[config.mk]
export PLATFORM = sky130hd
export DESIGN_NAME = uart_tx_fifo
export DESIGN_NICKNAME = d
export VERILOG_FILES = /design/src/rtl/uart_tx_fifo.sv
export SDC_FILE = /design/constraint.sdc
export NUM_CORES = 1
export LEC_CHECK = 0
export ABC_AREA = 1
export ABC_CLOCK_PERIOD_IN_PS = 7950
export BUFFER_PORTS_ARGS = -buffer_cell sky130_fd_sc_hd__buf_2
export CAP_MARGIN = 20
export CORE_UTILIZATION = 65
export DETAILED_ROUTE_END_ITERATION = 6
export GPL_TIMING_DRIVEN = 0
export PLACE_DENSITY = 0.83
export REMOVE_ABC_BUFFERS = 1
export SLEW_MARGIN = 20
export SYNTH_ARGS = -nofsm -noshare
export SYNTH_HDL_FRONTEND = slang
export SYNTH_SLANG_ARGS = --single-unit
[constraint.sdc]
create_clock -name clk -period 7.95 [get_ports clk]
set_input_delay 0.795 -clock clk [delete_from_list [all_inputs] [get_ports clk]]
set_output_delay 0.795 -clock clk [all_outputs]
set_load 0.005 [all_outputs]
[src/rtl/uart_tx_fifo.sv]
// uart_tx_fifo: byte FIFO feeding an 8N1 UART transmitter; define UART_TX_PARITY_EN for an even-parity bit
module uart_tx_fifo #(
    parameter int BOARD_CK   = 32000000,
    parameter int BAUD       = 115200,
    parameter int FIFO_DEPTH = 16
) (
    input  logic                          clk,
    input  logic                          reset,
    input  logic                          wr_en,
    input  logic [7:0]                    wr_data,
    output logic                          full,
    output logic [$clog2(FIFO_DEPTH):0]   level,
    output logic                          overflow,
    output logic                          busy,
    output logic                          tx
);
    localparam int DIV = (BOARD_CK + BAUD / 2) / BAUD;
    localparam int CW  = DIV > 1 ? $clog2(DIV) : 1;
    localparam int AW  = $clog2(FIFO_DEPTH);
    localparam logic [CW-1:0] LAST = CW'(DIV - 1);

`ifdef UART_TX_PARITY_EN
    typedef enum logic [2:0] {IDLE, START, DATA, PARITY, STOP} state_t;
`else
    typedef enum logic [1:0] {IDLE, START, DATA, STOP} state_t;
`endif

    logic [7:0]    mem [FIFO_DEPTH];
    logic [AW-1:0] wp, rp;
    logic          ready, push, pop, bit_end;
    logic [CW-1:0] cnt;
    logic [2:0]    idx;
    logic [7:0]    sh;
    state_t        state;
`ifdef UART_TX_PARITY_EN
    logic          par;
`endif

    assign full    = level == (AW + 1)'(FIFO_DEPTH);
    assign push    = wr_en && !full;
    assign bit_end = cnt == LAST;
    assign pop     = ready && level != 0 && (state == IDLE || (state == STOP && bit_end));
    assign busy    = state != IDLE || level != 0;

    // byte storage; written only when a slot is free
    always_ff @(posedge clk) begin
        if (push) mem[wp] <= wr_data;
    end

    // pointers, occupancy, sticky overflow; ready delays head visibility by one cycle
    always_ff @(posedge clk or posedge reset) begin
        if (reset) begin
            wp       <= '0;
            rp       <= '0;
            level    <= '0;
            overflow <= 1'b0;
            ready    <= 1'b0;
        end else begin
            if (push) wp <= wp + 1'b1;
            if (pop) rp <= rp + 1'b1;
            level    <= level + {{AW{1'b0}}, push} - {{AW{1'b0}}, pop};
            overflow <= overflow || (wr_en && full);
            ready    <= level != 0;
        end
    end

    // frame sequencer: start, 8 data bits LSB first, optional parity, stop
    always_ff @(posedge clk or posedge reset) begin
        if (reset) begin
            state <= IDLE;
            tx    <= 1'b1;
            cnt   <= '0;
            idx   <= '0;
            sh    <= '0;
`ifdef UART_TX_PARITY_EN
            par   <= 1'b0;
`endif
        end else begin
            cnt <= (state == IDLE || bit_end) ? '0 : cnt + 1'b1;
            if (pop) begin
                sh    <= mem[rp];
`ifdef UART_TX_PARITY_EN
                par   <= ^mem[rp];
`endif
                state <= START;
                tx    <= 1'b0;
            end else begin
                case (state)
                    IDLE: tx <= 1'b1;
                    START: if (bit_end) begin
                        state <= DATA;
                        tx    <= sh[0];
                        idx   <= '0;
                    end
                    DATA: if (bit_end) begin
                        if (idx == 3'd7) begin
`ifdef UART_TX_PARITY_EN
                            state <= PARITY;
                            tx    <= par;
`else
                            state <= STOP;
                            tx    <= 1'b1;
`endif
                        end else begin
                            idx <= idx + 1'b1;
                            tx  <= sh[1];
                            sh  <= {1'b0, sh[7:1]};
                        end
                    end
`ifdef UART_TX_PARITY_EN
                    PARITY: if (bit_end) begin
                        state <= STOP;
                        tx    <= 1'b1;
                    end
`endif
                    STOP: if (bit_end) state <= IDLE;
                    default: begin
                        state <= IDLE;
                        tx    <= 1'b1;
                    end
                endcase
            end
        end
    end
endmodule

## After elaboration in Yosys (flattened, before gate mapping)

Memories as Yosys holds them, arrays and structs flattened.
Cells that the tools add are included.

- RAM bits: 128
- Memories kept: 1
- Bits of input ports: 11
- Flip-flop bits (word level): 38

- Add/sub/neg operators: 6
- Reduce and logical (&&, ||, !) cells: 22
- Bitwise logic cells: 1
- Eq/ne operators: 14
- Muxes and demuxes: 22

Memory list:

| memory | words | width | rd ports | clocked after Yosys merged registers in | wr ports | RTL line | text |
|---|---|---|---|---|---|---|---|
| mem | 16 | 8 | 1 | 0 | 1 | 28 | `logic [7:0] mem [FIFO_DEPTH];` |

Operators by type and width:

| operator | number |
|---|---|
| $mux W8 | 4 |
| $ne A3 B3 Y1 const B | 4 |
| $mux W2 | 5 |
| $reduce_and A5 Y1 | 2 |
| $add A9 B1 Y9 const B | 1 |
| $eq A9 B9 Y1 const B | 1 |
| $mux W3 | 3 |
| $mux W9 | 1 |
| $add A4 B1 Y4 const B | 2 |
| $ne A2 B2 Y1 const B | 4 |
| $reduce_bool A2 Y1 | 4 |
| $reduce_bool A4 Y1 | 2 |
| $mux W1 | 6 |
| $pmux W2 S3 | 1 |
| $pmux W3 S2 | 1 |
| $reduce_and A3 Y1 | 2 |
| $add A5 B1 Y5 | 1 |
| $eq A5 B5 Y1 const B | 1 |
| $logic_and A1 B1 Y1 | 5 |
| $reduce_bool A5 Y1 | 1 |
| $sub A5 B1 Y5 | 1 |
| $eq A2 B2 Y1 const B | 2 |
| $logic_or A1 B1 Y1 | 4 |
| $add A3 B1 Y3 const B | 1 |
| 6 further kinds | 6 |

## Longest topological paths before layout

Gate-level depths: netlist of the first run.

- Depth after elaboration: 6
- Mapped depth: 17

## Worst setup path after synthesis of the first run

No wires, ideal clock.

- Kind: register to register
- From: reg state[0]
- To: reg level[4]
- Path slack: 5,345 ps
- Buffers on the path: 1
- Cell stages (with the launch flop): 17
- Data required time: 7,822 ps
- Clock period less this slack: 2,605 ps
- Arrival time: 2,478 ps
- Library setup time: 128 ps
- Cell sequence: dfrtp_1 -> inv_1 -> ha_1 -> o21a_1 -> nand2_1 -> inv_1 -> nand2_8 -> clkinv_8 -> buf_12 -> ha_1 -> inv_1 -> ha_1 -> inv_1 -> fa_1 -> o21ai_0 -> a21oi_1 -> xor2_1

- Word-level cells in the longest chain between the ends: 5
- Elaborated cells on any way between the ends: 6

RTL lines:

| what | RTL line | text |
|---|---|---|
| from (decl) | 34 | `state_t state;` |
| from (signal assigned) | 70 | `state <= IDLE;` |
| from (signal assigned) | 85 | `state <= START;` |
| from (signal assigned) | 91 | `state <= DATA;` |
| $eq A2 B2 Y1 | 42 | `assign pop = ready && level != 0 && (state == IDLE \|\| (state == STOP && bit_end));` |
| $logic_and A1 B1 Y1 | 42 |  |
| $logic_or A1 B1 Y1 (*) | 42 |  |
| $logic_and A1 B1 Y1 (*) | 42 |  |
| $sub A5 B1 Y5 (*) | 61 | `level <= level + {{AW{1'b0}}, push} - {{AW{1'b0}}, pop};` |
| to (signal assigned) | 61 |  |
| to (decl) | 12 | `output logic [$clog2(FIFO_DEPTH):0] level,` |

Every way passes the cells marked *; elsewhere a longest branch is shown, timed or not.
A chain may end at the register's enable or synchronous reset.

## Worst setup path after layout of the first run

- From: reg rp[0]
- To: reg sh[2]

- Word-level cells in the longest chain between the ends: 2

RTL lines:

| what | RTL line | text |
|---|---|---|
| from (decl) | 29 | `logic [AW-1:0] wp, rp;` |
| from (signal assigned) | 60 | `if (pop) rp <= rp + 1'b1;` |
| $mem_v2 Z16 W8 | - |  |
| $mux W8 | 80 | `if (pop) begin` |
| to (signal assigned) | 81 | `sh <= mem[rp];` |
| to (signal assigned) | 107 | `sh <= {1'b0, sh[7:1]};` |
| to (decl) | 33 | `logic [7:0] sh;` |

No other way between the ends.

==> run_results.csv, run 1 <==
group,metric,value,unit
detailed_routing,avgViaCountPerCell,5.87,
detailed_routing,drtIter0Drc,730,
global_routing,grt_max_degree,69,
die,num_rows,38,
finish,diodes,0,
die,floorplan.initialDensity,68.0,%
global_routing,overflow,0,
critical_path,critPathKind,"flip-flop to flip-flop",
clock_tree,cts-resized-gates,0,
worst_hold_path,hp-class,"input pin to async pin",
run_status,status,"complete, no violations",
critical_path,path_cells,"clkinv_2 > o21ai_0 > nand3_1 > nand3_1 > nand3_1 > nand2_1 > nand2_1",
clock_tree,cts_tree,"built",
finish,syn2layout_area_growth,10.3,%
clock_tree,postCtsHoldBufs,0,
critical_path,cp.required,8260,ps
synthesis,synth_edf_count,128,
finish,stdcell_area,8270,µm²
clock_tree,clockBufferDepth,2,
pwr,switchingPower,0.000557,W
pwr,swShare,25.3,%
global_routing,grt_pass1_vias,5183,
timing,tns,0,ps
timing,max_slew_margin,31.7,%
synthesis,ys_types,37,
die,core,11000,µm²
synthesis,synth_area,7500,µm²
finish,fill_cells,667,
finish,drive_above_1_share,8.70,%
finish,mostFrequentLayoutCell,"nand2_1",
detailed_routing,vias,5280,
synthesis,synth_flop_cell,"edfxtp_1",
pwr,power_frac_seq,49.2,%
synthesis,postSynthCellCount,732,
clock_tree,postCtsSetupBuffers,0,
die,die-area,12000,µm²
timing,clock_skew,9.25,ps
pwr,power.density,266,nW/µm²
timing,period_share,38.5,%
die,io-pin-count,20,
critical_path,cp.arrival,3380,ps
pwr,pwr-share-clk,38.2,%
placement,io_buffers,19,
placement,dp_hpwl,9.80,mm
detailed_routing,firstDrtPassIters,7,
detailed_routing,routedWlPerCell,19.0,µm
clock_tree,clk_pin_slew,60,ps
placement,place.gp.congestion,0.898,
timing,fin_ws,4890,ps
timing,hold_viol,0,
pwr,power,0.00220,W
job,max-cap-violations,0,
clock_tree,cts_num_sinks,166,
synthesis,synthArstFlopShare,22.9,%
timing,worst_pin_slew,1020,ps
critical_path,crit_top_cell,"nand3_1",
global_routing,grt_first_pass_wirelength,26.9,mm
critical_path,critPathMaxStageDelay,950,ps
pwr,p_int,0.00164,W
timing,period_needed,3060,ps
clock_tree,root_buffer,"clkbuf_16",
synthesis,syn_area_per_cell,10.2,µm²
die,die_w,109,µm
critical_path,crit_fanout,68,
detailed_routing,ant_nets,0,
detailed_routing,wl,17.1,mm
critical_path,startpoint_type,"flip-flop",
pwr,ir_worst_vdd,256,µV
clock_tree,htree_levels,4,
pwr,power_leakage,3.54,nW
global_routing,grt_usage,31.6,%
timing,finalMaxSlewViolations,0,
synthesis,ys_seq_elements,166,
clock_tree,clk_latency,430,ps
timing,setup_viol,0,
finish,nets,779,
synthesis,ys_seq_area_share,64.0,%
placement,postPlaceCellArea,7680,µm²
die,die_h,109,µm
critical_path,endpoint_kind,"flip-flop",
timing,fmax,326,MHz
synthesis,yosys_warnings,0,
detailed_routing,drc,0,
critical_path,cp_slowest_cell,"clkinv_2",
clock_tree,cts_buffers,17,
global_routing,antenna_found_initial,0,
finish,mostFrequentLayoutCells,"nand2_1, edfxtp_1, nand3_1, inv_1, nor2_1",
pwr,comb_power_share,12.6,%
timing,rsz0062_at_grt,"false",
placement,pre_cts_ws,5160,ps
==> power groups by stage <==
stage | Combinational, W | Clock, W | Sequential, W
finish | 0.000278 | 0.000838 | 0.00108
detailed placement | 0.000258 | 0 | 0.00109
global route | 0.000308 | 0.000868 | 0.00109
global placement | 0.000236 | 0 | 0.00109
floorplan | 0.000167 | 0 | 0.00109
CTS | 0.000275 | 0.000835 | 0.00108
==> final timing paths <==
path	endpoint	cells past startpoint	startpoint	slack (ps)
setup / recovery	sh[2]$_DFFE_PP0P_	7	rp[0]$_DFFE_PP0N_	4890
hold / removal	wp[2]$_DFFE_PP0P_	2	reset	250
setup reg to reg	sh[2]$_DFFE_PP0P_	7	rp[0]$_DFFE_PP0N_	4890
hold reg to reg	overflow$_DFF_PP0_	1	overflow$_DFF_PP0_	460
max in group asynchronous	tx$_DFFE_PP1P_	3	reset	7220
min in group clk	overflow$_DFF_PP0_	1	overflow$_DFF_PP0_	460
==> worst max-delay path, delay by kind of cell, from the launching register on <==
kind	cells	cell delay, ps
buffers and inverters	1	950
AND/OR/NAND/NOR	5	530
flip-flops	1	900
AO/OA/AOI/OAI	1	500
==> area by class of cell <==
cell class              count  area [µm²]  area share, %
flip-flops and latches    166        4800           58.0
multi-input cells         444        2180           26.4
clock buffers              19         433           5.23
inverters                  97         378           4.57
well taps                 140         175           2.12
clock inverters            12         160           1.94
repair buffers             21         143           1.72
==> cell families (layout without fill, tap and decap cells) <==
kind of cell / after synthesis / count (layout) / share of synthesized area, %
flops: 166 / 166 / 64.0
buf+inv: 122 / 149 / 6.94
fa+ha+maj: 21 / 21 / 3.60
compound gates: 40 / 40 / 2.82
simple gates: 373 / 373 / 21.5
xor+xnor: 10 / 10 / 1.17
==> per-layer routing <==
layer	vias up	wire length (µm)	part of all wire, %	GRT usage [%]
met4	0	576	3.4	14.8
met5	-	0	0	0
met3	65	1580	9.2	5.93
li1	2424	-	-	-
met2	303	8660	51	51.8
met1	2488	6300	37	41.3
==> state kept, by name, indices dropped and copies added, names as in the netlist <==
| signal | cells |
|---|---|
| cnt | 9 |
| idx | 3 |
| level | 5 |
| mem | 128 |
| overflow | 1 |
| ready | 1 |
| rp | 4 |
| sh | 8 |
| state | 2 |
| tx | 1 |
| wp | 4 |
==> per-stage QoR <==
stage / cells / utilization, % / hold slack (ps)
global route: 899 / 75.0 / 263
floorplan: 707 / - / 443
CTS: 899 / 75.0 / 249
finish: 899 / 75.0 / 249
detailed placement: 868 / 69.6 / 450
global placement: 866 / 69.1 / 462
==> cells in the mapped netlist, types with 2 or more instances <==
cell,count,area [µm²]
nand2_1,207,777
edfxtp_1,128,3840
nand3_1,99,495
inv_1,90,338
nor2_1,45,169
dfrtp_1,37,926
o21ai_0,24,120
ha_1,20,250
buf_2,12,60.1
a21oi_1,10,50.1
xor2_1,9,78.8
clkbuf_1,7,26.3
nand4_1,6,37.5
nor3_1,5,25.0
inv_2,4,15.0
buf_4,3,22.5
nor2_2,3,18.8
clkinv_1,2,7.51
nand2_8,2,40.0
o21ai_1,2,10.0
Power figures use the tool's default switching activity.
==> run 2, diff against run 1 <==
--- a/config.mk
+++ b/config.mk
@@ -6,13 +6,13 @@
 export NUM_CORES = 1
 export LEC_CHECK = 0
 export ABC_AREA = 1
-export ABC_CLOCK_PERIOD_IN_PS = 7950
+export ABC_CLOCK_PERIOD_IN_PS = 2700
 export BUFFER_PORTS_ARGS = -buffer_cell sky130_fd_sc_hd__buf_2
 export CAP_MARGIN = 20
-export CORE_UTILIZATION = 65
+export CORE_UTILIZATION = 56
 export DETAILED_ROUTE_END_ITERATION = 6
 export GPL_TIMING_DRIVEN = 0
-export PLACE_DENSITY = 0.83
+export PLACE_DENSITY = 0.76
 export REMOVE_ABC_BUFFERS = 1
 export SLEW_MARGIN = 20
 export SYNTH_ARGS = -nofsm -noshare
==> constraint.sdc (replaced) <==
create_clock -name clk -period 2.7 [get_ports clk]
set_input_delay 0.27 -clock clk [delete_from_list [all_inputs] [get_ports clk]]
set_output_delay 0.27 -clock clk [all_outputs]
set_load 0.005 [all_outputs]
==> run 2 against run 1 <==
Against the previous run: the flow now finishes with violations (hold timing); sequential power grew to 2.9 times the previous value; worst setup slack worse by 4800 ps; fmax rose by 17%; power increased to 2.9 times the previous value; clock power increased to 2.8 times the previous value; combinational power grew to 2.9 times the previous value; register-to-register slack got worse by 4800 ps; die area increased by 16%; sequential cell count did not move.
==> run_results.csv, run 2 (synthesis gave the netlist of run 1 again) <==
group,metric,value,unit
run_status,status,"finished, violations left",
run_status,violations,"hold timing",
placement,postPlaceCellArea,7690,µm²
critical_path,crit_family,"adder cells",
detailed_routing,wl,15.4,mm
detailed_routing,ant_nets,0,
timing,whs,-3.93,ps
die,floorplan.initialDensity,58.5,%
critical_path,crit_top_cell,"inv_1",
finish,multi_input_area,2200,µm²
global_routing,grt_usage,22.9,%
timing,clock_skew,8.08,ps
pwr,power,0.00630,W
detailed_routing,drc,0,
timing,fmax,383,MHz
detailed_routing,avgViaCountPerCell,5.44,
global_routing,grt_pass1_vias,4953,
finish,diodes,0,
placement,pre_cts_ws,-116,ps
pwr,power.density,752,nW/µm²
pwr,switchingPower,0.00154,W
timing,hold_viol,10,
finish,syn2layout_area_growth,11.9,%
clock_tree,clockBufferDepth,2,
critical_path,worst-path-buf-inv,5,
clock_tree,cts_num_sinks,166,
critical_path,critPathMaxStageDelay,380,ps
critical_path,cp.arrival,2920,ps
pwr,power_leakage,3.57,nW
timing,period_share,96.6,%
finish,largest-register,"mem",
global_routing,antenna_found_initial,0,
timing,setup_viol,0,
pwr,swShare,24.4,%
finish,mostFrequentLayoutCells,"nand2_1, edfxtp_1, nand3_1, inv_1, nor2_1",
pwr,power_frac_seq,50.4,%
clock_tree,htree_levels,4,
pwr,ir_worst_vdd,574,µV
die,num_rows,41,
die,die-area,13900,µm²
finish,fill_cells,927,
detailed_routing,routedWlPerCell,16.3,µm
finish,drive_above_1_share,10.9,%
detailed_routing,vias,5130,
die,io-pin-count,20,
timing,max_slew_margin,34.3,%
clock_tree,root_buffer,"clkbuf_16",
placement,io_buffers,19,
finish,largestRegisters,"mem: 128 flops, cnt: 9 flops, sh: 8 flops",
finish,utilization,65.4,%
pwr,p_int,0.00477,W
critical_path,startpoint_type,"flip-flop",
timing,fin_ws,90.6,ps
global_routing,grt_first_pass_wirelength,24.0,mm
clock_tree,cts_tree,"built",
pwr,comb_power_share,13.0,%
pwr,pwr-share-clk,36.6,%
critical_path,cp_slowest_cell,"dfrtp_1",
placement,dp_hpwl,9.24,mm
finish,nets,792,
clock_tree,cts_buffers,17,
placement,place.gp.congestion,0.843,
critical_path,path_cells,"inv_1 > ha_1 > o21a_1 > nand2_1 > inv_2 > nand2_8 > clkinv_8 > ha_1 > inv_1 > ha_2 > inv_1 > fa_2 > o21ai_2 > a21oi_1 > xor2_1",
critical_path,cp.required,3010,ps
detailed_routing,firstDrtPassIters,5,
timing,period_needed,2610,ps
critical_path,endpoint_kind,"flip-flop",
clock_tree,postCtsHoldBufs,0,
finish,stdcell_area,8390,µm²
clock_tree,clk_pin_slew,60,ps
global_routing,grt_max_degree,69,
finish,mostFrequentLayoutCell,"nand2_1",
finish,largest_reg_flops,128,
timing,finalMaxSlewViolations,0,
timing,worst_pin_slew,985,ps
finish,register_area,4800,µm²
global_routing,overflow,0,
detailed_routing,drtIter0Drc,422,
die,core,12800,µm²
clock_tree,clk_latency,430,ps
critical_path,crit_fanout,11,
job,max-cap-violations,0,
critical_path,critPathKind,"flip-flop to flip-flop",
die,die_h,118,µm
die,die_w,118,µm
worst_hold_path,hp-class,"input pin to async pin",
[run 2: changes by cell type in the layout (fill, tap and decap cells not counted), moves of 3 or more]
| cell | before | now |
|---|---|---|
| buf_4 | 0 | 13 |
| clkbuf_1 | 2 | 7 |
| clkinv_2 | 5 | 1 |
| ha_1 | 20 | 17 |
| inv_1 | 89 | 85 |
| inv_2 | 4 | 9 |
[run 2: stage by stage]
| stage | std cells | setup TNS, ps |
|---|---|---|
| 6_report | 943 | 0 |
| 5_1_grt | 943 | -40.5 |
| 4_1_cts | 931 | 0 |
| 3_5_place_dp | 899 | -116 |
| 3_3_place_gp | 898 | -10790 |
| 2_1_floorplan | 707 | 0 |
[run 2: repair_timing]
action                                  4_1_cts  5_1_grt
pin swaps                                     2        5
buffers inserted                              2       11
endpoints found under the setup margin        1        2
resized for setup                             3        9
[run 2: worst reg2reg max path, delay by kind of cell, from the launching register on]
kind | cells | cell delay (ps)
fa+ha+maj | 4 | 1050
flops | 1 | 380
compound gates | 3 | 380
buf+inv | 5 | 370
simple gates | 2 | 160
xor+xnor | 1 | 150
[run 2: layer usage]
metal | share of wire (%) | GRT usage [%] | vias to the layer above
li1 | - | - | 2451
met5 | 0 | 0 | -
met1 | 40 | 28.4 | 2456
met4 | 2.7 | 11.6 | 0
met3 | 6.0 | 4.65 | 39
met2 | 51 | 38.3 | 184
[run 2: power by group through the flow]
stage                     Sequential (W)  Combinational [W]  Clock [W]
after detailed placement         0.00322           0.000737          0
after global routing             0.00320           0.000920    0.00242
after CTS                        0.00317           0.000752    0.00233
after global placement           0.00320           0.000693          0
after floorplan                  0.00320           0.000493          0
final                            0.00318           0.000820    0.00231
[run 2: path summary, 6_finish.rpt]
| kind | startpoint | endpoint | slack (ps) | cells after the start |
|---|---|---|---|---|
| max | state[0]$_DFFE_PP0P_ | level[4]$_DFF_PP0_ | 90 | 15 |
| min reg2reg | overflow$_DFF_PP0_ | overflow$_DFF_PP0_ | 460 | 1 |
| min in group clk | wr_en | overflow$_DFF_PP0_ | 60 | 2 |
| min | reset | level[0]$_DFF_PP0_ | -4 | 2 |
| max reg2reg | state[0]$_DFFE_PP0P_ | level[4]$_DFF_PP0_ | 90 | 15 |
| max in group asynchronous | reset | rp[0]$_DFFE_PP0N_ | 2110 | 2 |
[run 2: cell type report]
class / count / share of cell area (%)
Sequential cell: 166 / 57.2
Multi-Input combinational cell: 444 / 26.3
Clock buffer: 24 / 5.38
Inverter: 97 / 4.53
Timing Repair Buffer: 34 / 2.77
Tap cell: 172 / 2.57
Clock inverter: 6 / 1.22
